## src/rtl/pad_mmio_writer.sv

```systemverilog
// Frame-driven MMIO writer: on each new_frame tick it pushes the pad state, an LFSR
// random byte and (on fresh presses) an ASCII key code into system RAM via req/grant.
module pad_mmio_writer #(
    parameter logic [10:0] PAD_ADDR  = 11'h00A,
    parameter logic [10:0] RAND_ADDR = 11'h0FE,
    parameter logic [10:0] KEY_ADDR  = 11'h0FF,
    parameter logic [15:0] LFSR_SEED = 16'hACE1
) (
    input  logic        clk,
    input  logic        reset_n,
    input  logic        new_frame,
    input  logic [11:0] pad,
    output logic        req,
    input  logic        grant,
    output logic [10:0] waddr,
    output logic [7:0]  wdata,
    output logic        write_en,
    output logic [7:0]  dropped_frames
);

    localparam logic [15:0] SEED_EFF  = (LFSR_SEED == 16'h0000) ? 16'h0001 : LFSR_SEED;
    localparam logic [15:0] LFSR_MASK = 16'hB400;

    typedef enum logic [1:0] {
        IDLE,
        PAD,
        RAND,
        KEY
    } state_t;

    state_t      state_q;
    logic        req_q;
    logic [10:0] waddr_q;
    logic [7:0]  wdata_q;
    logic [7:0]  drop_q;
    logic [7:0]  prev_q;
    logic [7:0]  rbyte_q;
    logic [7:0]  kcode_q;
    logic        key_pend_q;
    logic        nf_q;
    logic [15:0] lfsr_q;

    logic        tick;
    logic [7:0]  newp_d;
    logic [7:0]  kcode_d;
    logic [15:0] lfsr_d;
    logic        unused_pad_bits;

    // Shoulder, start and select buttons have no key code and no RAM slot.
    assign unused_pad_bits = ^pad[11:8];

    assign tick   = new_frame & ~nf_q;
    assign newp_d = pad[7:0] & ~prev_q;
    assign lfsr_d = lfsr_q[0] ? ((lfsr_q >> 1) ^ LFSR_MASK) : (lfsr_q >> 1);

    always_comb begin
        kcode_d = 8'h00;
        if (newp_d[0])      kcode_d = 8'h61;
        else if (newp_d[1]) kcode_d = 8'h64;
        else if (newp_d[2]) kcode_d = 8'h77;
        else if (newp_d[3]) kcode_d = 8'h73;
        else if (newp_d[4]) kcode_d = 8'h6A;
        else if (newp_d[5]) kcode_d = 8'h6B;
        else if (newp_d[6]) kcode_d = 8'h69;
        else if (newp_d[7]) kcode_d = 8'h75;
    end

    always_ff @(posedge clk or negedge reset_n) begin
        if (!reset_n) begin
            state_q    <= IDLE;
            req_q      <= 1'b0;
            waddr_q    <= 11'h000;
            wdata_q    <= 8'h00;
            drop_q     <= 8'h00;
            prev_q     <= 8'h00;
            rbyte_q    <= 8'h00;
            kcode_q    <= 8'h00;
            key_pend_q <= 1'b0;
            nf_q       <= 1'b0;
            lfsr_q     <= SEED_EFF;
        end else begin
            nf_q   <= new_frame;
            lfsr_q <= lfsr_d;

            // A tick while busy is dropped; prev stays put so its presses are seen next frame.
            if (tick && (state_q != IDLE) && (drop_q != 8'hFF)) begin
                drop_q <= drop_q + 8'd1;
            end

            case (state_q)
                IDLE: begin
                    if (tick) begin
                        prev_q     <= pad[7:0];
                        rbyte_q    <= lfsr_q[7:0];
                        kcode_q    <= kcode_d;
                        key_pend_q <= |newp_d;
                        req_q      <= 1'b1;
                        waddr_q    <= PAD_ADDR;
                        wdata_q    <= pad[7:0];
                        state_q    <= PAD;
                    end
                end
                PAD: begin
                    if (grant) begin
                        waddr_q <= RAND_ADDR;
                        wdata_q <= rbyte_q;
                        state_q <= RAND;
                    end
                end
                RAND: begin
                    if (grant) begin
                        if (key_pend_q) begin
                            waddr_q <= KEY_ADDR;
                            wdata_q <= kcode_q;
                            state_q <= KEY;
                        end else begin
                            req_q   <= 1'b0;
                            state_q <= IDLE;
                        end
                    end
                end
                KEY: begin
                    if (grant) begin
                        key_pend_q <= 1'b0;
                        req_q      <= 1'b0;
                        state_q    <= IDLE;
                    end
                end
                default: begin
                    req_q   <= 1'b0;
                    state_q <= IDLE;
                end
            endcase
        end
    end

    assign req            = req_q;
    assign waddr          = waddr_q;
    assign wdata          = wdata_q;
    assign write_en       = req_q & grant;
    assign dropped_frames = drop_q;

endmodule

```

## config.mk

```make
export PLATFORM = sky130hd
export DESIGN_NAME = pad_mmio_writer
export DESIGN_NICKNAME = d
export VERILOG_FILES = /design/src/rtl/pad_mmio_writer.sv
export SDC_FILE = /design/constraint.sdc
export NUM_CORES = 1
export LEC_CHECK = 0
export CORE_ASPECT_RATIO = 1.5
export CORE_MARGIN = 2
export CORE_UTILIZATION = 40
export DETAILED_ROUTE_END_ITERATION = 10
export HOLD_SLACK_MARGIN = 0.08
export SKIP_CTS_REPAIR_TIMING = 1
export SLEW_MARGIN = 0
export SYNTH_ARGS = -nofsm -noshare
export SYNTH_HDL_FRONTEND = slang
export SYNTH_SLANG_ARGS = --single-unit
```

## constraint.sdc

```tcl
create_clock -name clk -period 2.4 [get_ports clk]
set_input_delay 0.24 -clock clk [delete_from_list [all_inputs] [get_ports clk]]
set_output_delay 0.24 -clock clk [all_outputs]
set_load 0.005 [all_outputs]
```

==> Word level (Yosys, flattened, before mapping) <==
Cells that the tools add are included.
{ "classes": {"add_sub_neg": 1, "bitwise_logic": 6, "muxes": 32, "reduce_logical": 13, "n_eq_ne": 10} }
{ "ops": {"columns": ["operator", "count"], "rows": [
  ["$mux 8", 6],
  ["$mux 11", 4],
  ["$mux 7", 6],
  ["$pmux 11 s3", 1],
  ["$pmux 8 s3", 1],
  ["$mux 16", 1],
  ["$ne 2x2->1 const B", 6],
  ["$mux 2", 5],
  ["$reduce_and 5->1", 2],
  ["$add 8x1->8 const B", 1],
  ["$and 8x8->8", 1],
  ["$ne 8x8->1 const B", 1],
  ["$not 8->8", 1],
  ["$pmux 2 s4", 1],
  ["$reduce_or 8->1", 1],
  ["$reduce_bool 3->1", 2],
  ["$mux 1", 5],
  ["$eq 2x2->1 const B", 2],
  ["$not 3->4", 1],
  ["$reduce_and 4->1", 1],
  ["$reduce_bool 2->1", 2],
  ["$pmux 1 s3", 1],
  ["$reduce_and 3->1", 1],
  ["$and 1x1->1", 2],
  ["6 further kinds", 7]
]} }
{ "word_totals": {"regBits": 72, "out_inout_bits": 29, "in_bits": 16, "word_cells": 73} }

==> Logic depth before layout (Yosys ltp) <==
{ "depth": {"word_depth": 10, "mapped_depth": 9} }

==> Least setup slack after synthesis <==
No wires, ideal clock.
{ "synth_path": {"path_kind": "register to register", "start": "register state_q[0]", "end": "register waddr_q[0], in the netlist waddr[0]", "setup_time_ns": 0.125, "arrival_time_ns": 1.769, "required_ns": 2.275, "path_buffers": 2, "path_stages_with_launch": 8, "setup_slack_ns": 0.506, "path_cell_list": "dfrtp_1 -> inv_1 -> ha_1 -> buf_2 -> a21boi_0 -> a2111o_1 -> buf_6 -> mux2_4"} }
{ "synth_via": {"elab_chain_cells": 3, "word_cells_on_any_way": 10} }
{ "synth_lines": {"columns": ["item", "line", "source"], "rows": [
  ["from (decl)", "31", "state_t state_q;"],
  ["from (signal assigned)", "70", "state_q <= IDLE;"],
  ["from (signal assigned)", "100", "state_q <= PAD;"],
  ["from (signal assigned)", "107", "state_q <= RAND;"],
  ["$eq 2x2->1, or another cell as far along", "90", "case (state_q)"],
  ["$ne 2x2->1 (no line) or $reduce_bool 3->1 (tied branches)", null, null],
  ["$reduce_and 5->1 (no line)", null, null],
  ["to (signal assigned)", "98", "waddr_q <= PAD_ADDR;"],
  ["to (signal assigned)", "105", "waddr_q <= RAND_ADDR;"],
  ["to (signal assigned)", "113", "waddr_q <= KEY_ADDR;"],
  ["to (decl)", "33", "logic [10:0] waddr_q;"]
]} }
Parallel ways exist; a longest one is shown, timed or not.
A chain may end at the register's enable or synchronous reset.

==> Final worst setup path <==
{ "layout_path": {"start": "register state_q[0]", "end": "register wdata_q[7], in the netlist wdata[7]"} }
{ "layout_via": {"elab_chain_cells": 3, "word_cells_on_any_way": 10} }
{ "layout_lines": {"columns": ["item", "line", "source"], "rows": [
  ["$eq 2x2->1, or another cell as far along", "90", null],
  ["$ne 2x2->1 (no line) or $reduce_bool 3->1 (tied branches)", null, null],
  ["$reduce_and 5->1 (no line)", null, null],
  ["to (signal assigned)", "99", "wdata_q <= pad[7:0];"],
  ["to (signal assigned)", "106", "wdata_q <= rbyte_q;"],
  ["to (signal assigned)", "114", "wdata_q <= kcode_q;"],
  ["to (decl)", "34", "logic [7:0] wdata_q;"]
]} }
Parallel ways exist; a longest one is shown, timed or not.

==> run summary <==
CTS tree: yes
1st-iter DRT viols: 82
clk_skew: 0.00931 ns
Fin. Hold Viols: 0
DR vias/cell: 5.06
DRC: 0
antenna violations before repair: 0
Core Footprint: 6580 um2
fin. max-slew vios: 0
Worst-Skew Late Latency: 0.34 ns
largest net degree at the start of global routing: 63
Cells after Synth: 228
Final #Nets: 293
Pre-antenna DRT Iters: 4
register bit count reported by yosys: 62
Final Util: 50.9%
Max H-tree Level: 3
Post-Place Cells: 332
power density over the cells: 1170 nW/um2
RSZ-0062 raised after global routing: false
CP max FO: 13
setup_tns: 0 ns
synth top area cells: dfrtp_1, dfstp_2, mux2_2, ha_1, nand2_1
Max Cap Violations: 0
Leak Pwr: 1.54 nW
Critical Path RT: 2.62 ns
CP Capture Type: register
Avg WL per Cell: 14.2 um
share of layout cells above drive strength 1: 19.8%
ys async rst share: 100%
drt total wl: 4960 um
reg-to-reg slack, setup: 0.41 ns
diode count: 0
setup violators final: 0
die area: 7540 um2
P_int: 0.00260 W
Post-DP HPWL: 3470 um
Sinks on Clock Net: 62
Synth cell types: 43
R2R Path Start: state_q[0]
root buf cell: clkbuf_8
Reg power frac: 38.4%
register clock-pin slew on the reported worst setup and hold paths: 0.07 ns
crit path launch type: register
vias in the first global route: 1741
setup ws final: 0.413 ns
Psw: 0.00132 W
status: completed
synth warn: 0
maximum VDD drop: 569 uV
Crit Path Class: reg2reg
cell taking the most area after synthesis: dfrtp_1
period utilisation layout: 82.8%
Vias: 1765
die height: 105 um
CP Launch Point: state_q[0]
Synth Cell Area: 2740 um2
Port Buffers: 37
Final Wtd Congestion: 0.746
power share of the clock group: 22.8%
Fillers: 612
Period minus WS final: 1.99 ns
number of synthesized flops with an enable pin: 0
row cnt: 36
Cell Count, Final, Fillers Out: 349
Setup crit end: wdata[7]
first-pass GRT wire length: 8630 um
Logic pwr share: 38.8%
switching power share of the total: 33.6%
min-delay worst type: reg2reg
Post-DRT Antenna Nets: 0
Synth top area share: 49.4%
Longest Clk Path Bufs: 2
CTS Buf Count: 9
Critical Path AT: 2.21 ns
Place WS: 0.326 ns
Total GRT Usage: 15.0%
Avg Inst Size Synth: 12.0 um2
reg2reg end: wdata[7]
Die W: 71.5 um
R2R depth: 7
register area share after synthesis: 57.0%
Area Growth Syn to Fin: 22.3%
Initial Util: 41.6%
io pins: 45
fmax: 0.503 GHz
ys flop type: dfrtp_1
total gr overflow: 0
## kinds of logic (layout without fill, tap and decap cells)
family | Yosys count | in the layout | synth area share, %
other cells | 1 | 3 | 0.137
buf+inv | 21 | 64 | 4.98
compound gates | 43 | 43 | 10.5
flops | 62 | 62 | 57.0
simple gates | 62 | 62 | 11.5
mux | 20 | 20 | 8.50
xor+xnor | 10 | 10 | 3.20
fa+ha+maj | 9 | 9 | 4.11
## power by group through the flow
stage | clock [W] | sequential (W) | combinational [W]
after floorplan | 0 | 0.00149 | 0.00106
after global placement | 0 | 0.00151 | 0.00152
after detailed placement | 0 | 0.00152 | 0.00154
after CTS | 0.000927 | 0.00151 | 0.00154
after global routing | 0.000967 | 0.00155 | 0.00172
final | 0.000894 | 0.00150 | 0.00152
## state kept, by name, summed over array words and instances (netlist names)
name	flops
kcode_q	6
nf_q	1
wdata	8
waddr	3
prev_q	8
rbyte_q	8
key_pend_q	1
dropped_frames	8
state_q	2
req	1
lfsr_q	16
## worst min-delay path by stage
stage / from / to / slack (ns) / depth (start not counted)
global route: lfsr_q[8] / lfsr_q[7] / 0.37 / 0
global placement: reset_n / prev_q[7] / 0.27 / 2
floorplan: reset_n / dropped_frames[0] / -0.06 / 0
finish: lfsr_q[8] / lfsr_q[7] / 0.36 / 0
CTS: reset_n / wdata[3] / -0.11 / 2
detailed placement: reset_n / prev_q[7] / 0.28 / 2
## worst max-delay path, stage by stage (launching register included)
cell and delay, ns:
dfrtp_1 0.46, inv_1 0.14, ha_1 0.22, a21boi_0 0.12, a2111o_1 0.57, buf_4 0.25, nand2_1 0.06, o21ai_1 0.05
## cells in the mapped netlist (2+ instances only)
| cell type | instances |
|---|---|
| nor2_1 | 7 |
| nand4_1 | 2 |
| mux2_2 | 18 |
| o21ai_0 | 9 |
| nor2b_1 | 3 |
| buf_6 | 3 |
| buf_2 | 4 |
| clkbuf_1 | 2 |
| nand2b_1 | 10 |
| xor2_1 | 9 |
| dfstp_2 | 8 |
| nand3_1 | 5 |
| dfrtp_1 | 54 |
| and2_1 | 3 |
| ha_1 | 9 |
| buf_4 | 8 |
| mux2_4 | 2 |
| inv_1 | 4 |
| o21ai_1 | 8 |
| a21oi_1 | 5 |
| nor3_1 | 4 |
| nand2_1 | 23 |
| a22o_1 | 2 |
| a22oi_1 | 7 |
## layout make-up
cell class,instances,area [um2],area share (%)
Sequential cell,62,1560,46.6
Clock buffer,9,124,3.70
Inverter,4,15.0,0.448
Clock inverter,7,72.6,2.17
Tap cell,76,95.1,2.84
Multi-Input combinational cell,147,1050,31.3
Timing Repair Buffer,44,433,12.9
## per-stage QoR
stage	area, um2	power [W]	hold slack, ns
6_report	3350	0.00392	0.357
3_5_place_dp	3140	0.00306	0.278
5_1_grt	3350	0.00424	0.372
4_1_cts	3340	0.00398	-0.106
3_3_place_gp	3140	0.00303	0.274
2_1_floorplan	2750	0.00256	-0.0556
## cell usage in the layout, fill, tap and decap left out, types with 3 or more instances in the layout
master / synthesis / final
dfrtp_1: 54 / 54
clkdlybuf4s50_1: 0 / 36
nand2_1: 23 / 23
mux2_2: 18 / 18
nand2b_1: 10 / 10
xor2_1: 9 / 9
o21ai_0: 9 / 9
ha_1: 9 / 9
clkbuf_8: 0 / 9
o21ai_1: 8 / 8
dfstp_2: 8 / 8
a22oi_1: 7 / 7
nor2_1: 7 / 7
nand3_1: 5 / 5
a21oi_1: 5 / 5
buf_4: 8 / 5
inv_1: 4 / 4
nor3_1: 4 / 4
and2_1: 3 / 3
nor2b_1: 3 / 3
conb_1: 1 / 3
## metal layers
layer	wire length, um	GRT usage, %
met3	224	4.97
met2	2410	23.1
met1	2240	19.0
met4	95	6.47
met5	0	0
(Power assumes the default switching activity.)
==> RTL edit, RTL diff (same flow settings) <==
Make the reset (`reset_n`) synchronous in one clocked block.
--- a/src/rtl/pad_mmio_writer.sv
+++ b/src/rtl/pad_mmio_writer.sv
@@ -65,7 +65,7 @@
         else if (newp_d[7]) kcode_d = 8'h75;
     end
 
-    always_ff @(posedge clk or negedge reset_n) begin
+    always_ff @(posedge clk) begin
         if (!reset_n) begin
             state_q    <= IDLE;
             req_q      <= 1'b0;
Function: differs if reset_n is asserted again (counterexample within 4 cycles, from zero or initial values and one cycle with reset_n low); with reset_n held inactive, the same outputs for 10 cycles.
==> RTL edit against the unedited design <==
  * Total power fell by 11%
  * Synthesized cell count rose by 39%
  * Design area shrank 1.2%
  * Non-clock buffer count shrank 1
  * Core utilization rose by 0.090 points
  * Wire length is 12% higher
  * Clock skew about the same
  * Die area decreased by 1.6%
  * Critical endpoint is now wdata[7]$_SDFFE_PN0P_
  * Largest power group is now sequential cells
  * Worst setup slack got worse by 0.13 ns
  * Largest cell class is now multi-input gates
  * Area after synthesis is 1.6% lower
  * Sequential cell count is the same
==> RTL edit: results (changes against the unedited design) <==
\begin{tabular}{lr}
\hline
Metric & Value \\
\hline
\multicolumn{2}{l}{\textbf{Drt}} \\
Routed wire length per instance & 13.0 µm (-8.4\%) \\
Length of routed met3 wiring & 228 µm (+1.8\%) \\
Routed wire length & 5560 µm (+12\%) \\
Number of DRC markers after the initial detailed-route iteration & 163 (+99\%) \\
Vias per inst & 5.27 (+4.2\%) \\
Total length of routed met2 wires & 2690 µm (+12\%) \\
\multicolumn{2}{l}{\textbf{Min path}} \\
Hold wc startpoint & lfsr\_q[12]\$\_SDFF\_PN0\_ \\
Hold Path Sink & lfsr\_q[11]\$\_SDFF\_PN1\_ \\
\multicolumn{2}{l}{\textbf{Placement}} \\
Weighted congestion reported at the end of routability-driven placement & 0.850 (+14\%) \\
Post-Place Cell Area & 3080 µm² (-1.9\%) \\
Number of placed instances with taps included & 411 (+24\%) \\
Placed wire-length estimate & 3770 µm (+8.7\%) \\
\multicolumn{2}{l}{\textbf{Synth}} \\
Complex-gate fraction of the synthesized area & 17.1\% (+6.5 points) \\
Cell types with the highest counts after synthesis & sky130\_fd\_sc\_hd\_\_nand2\_1 (65), sky130\_fd\_sc\_hd\_\_dfxtp\_1 (62), sky130\_fd\_sc\_hd\_\_a21oi\_1 (23) \\
Count of cell types in the netlist & 47 (+9.3\%) \\
Fraction of synthesized area in multiplexers & 0\% (-8.5 points) \\
Synth Area in XOR/XNOR & 1.95\% (-1.2 points) \\
Main area contributors after synthesis & sky130\_fd\_sc\_hd\_\_dfxtp\_1 (46\%), sky130\_fd\_sc\_hd\_\_nand2\_1 (9.1\%), sky130\_fd\_sc\_hd\_\_a21oi\_1 (4.3\%) \\
Sequential share of the synthesized area & 46.1\% (-11 points) \\
Post-Synth Adder-Cell Area & 4.18\% (+0.069 points) \\
\multicolumn{2}{l}{\textbf{Power}} \\
Static Leakage & 1.23 nW (-20\%) \\
Comb pwr share & 32.7\% (-6.1 points) \\
Clock share of power & 29.5\% (+6.7 points) \\
Switching power total & 0.00114 W (-13\%) \\
\multicolumn{2}{l}{\textbf{Worst setup path}} \\
Worst-path cell with the longest stage delay & sky130\_fd\_sc\_hd\_\_dfxtp\_1 \\
Reg2reg start & state\_q[1]\$\_SDFFE\_PN0P\_ \\
Critical R2R Capture & wdata[7]\$\_SDFFE\_PN0P\_ \\
\multicolumn{2}{l}{\textbf{GRT}} \\
Global-route usage over all layers & 15.3\% (+0.36 points) \\
Maximum number of pins on one net before global-route repair & 29 (-54\%) \\
Met3 global-route usage & 2.81\% (-2.2 points) \\
First-pass GRT wire length & 9230 µm (+7.0\%) \\
\multicolumn{2}{l}{\textbf{STA}} \\
Worst hold-check slack & 0.410 ns (+0.0531 ns) \\
Final critical-path setup slack & 0.282 ns (-0.130 ns) \\
Final clock skew & 0.00955 ns (+0.000237 ns) \\
\multicolumn{2}{l}{\textbf{Finish}} \\
Nets & 371 (+27\%) \\
Fraction of layout cells with a size suffix above 1 & 8.83\% (-11 points) \\
\multicolumn{2}{l}{\textbf{Status}} \\
Result of the run & completed \\
\hline
\end{tabular}
RTL edit: changes by cell type after synthesis, moves of 6 or more:
cell,before,now
sky130_fd_sc_hd__a21oi_1,5,23
sky130_fd_sc_hd__o21ai_0,9,16
sky130_fd_sc_hd__dfrtp_1,54,0
sky130_fd_sc_hd__xor2_1,9,1
sky130_fd_sc_hd__nand2_1,23,65
sky130_fd_sc_hd__mux2_2,18,0
sky130_fd_sc_hd__and2_1,3,9
sky130_fd_sc_hd__dfxtp_1,0,62
sky130_fd_sc_hd__nand3_1,5,15
sky130_fd_sc_hd__o2111ai_1,0,7
sky130_fd_sc_hd__o21ai_1,8,1
sky130_fd_sc_hd__clkbuf_1,2,12
sky130_fd_sc_hd__dfstp_2,8,0
RTL edit: layout make-up:
type / count / area (µm²)
Multi-Input combinational cell: 225 / 1310
Fill cell: 659 / 3180
Clock inverter: 7 / 103
Inverter: 5 / 18.8
Tap cell: 76 / 95.1
Sequential cell: 62 / 1240
Clock buffer: 9 / 124
Timing Repair Buffer: 43 / 415
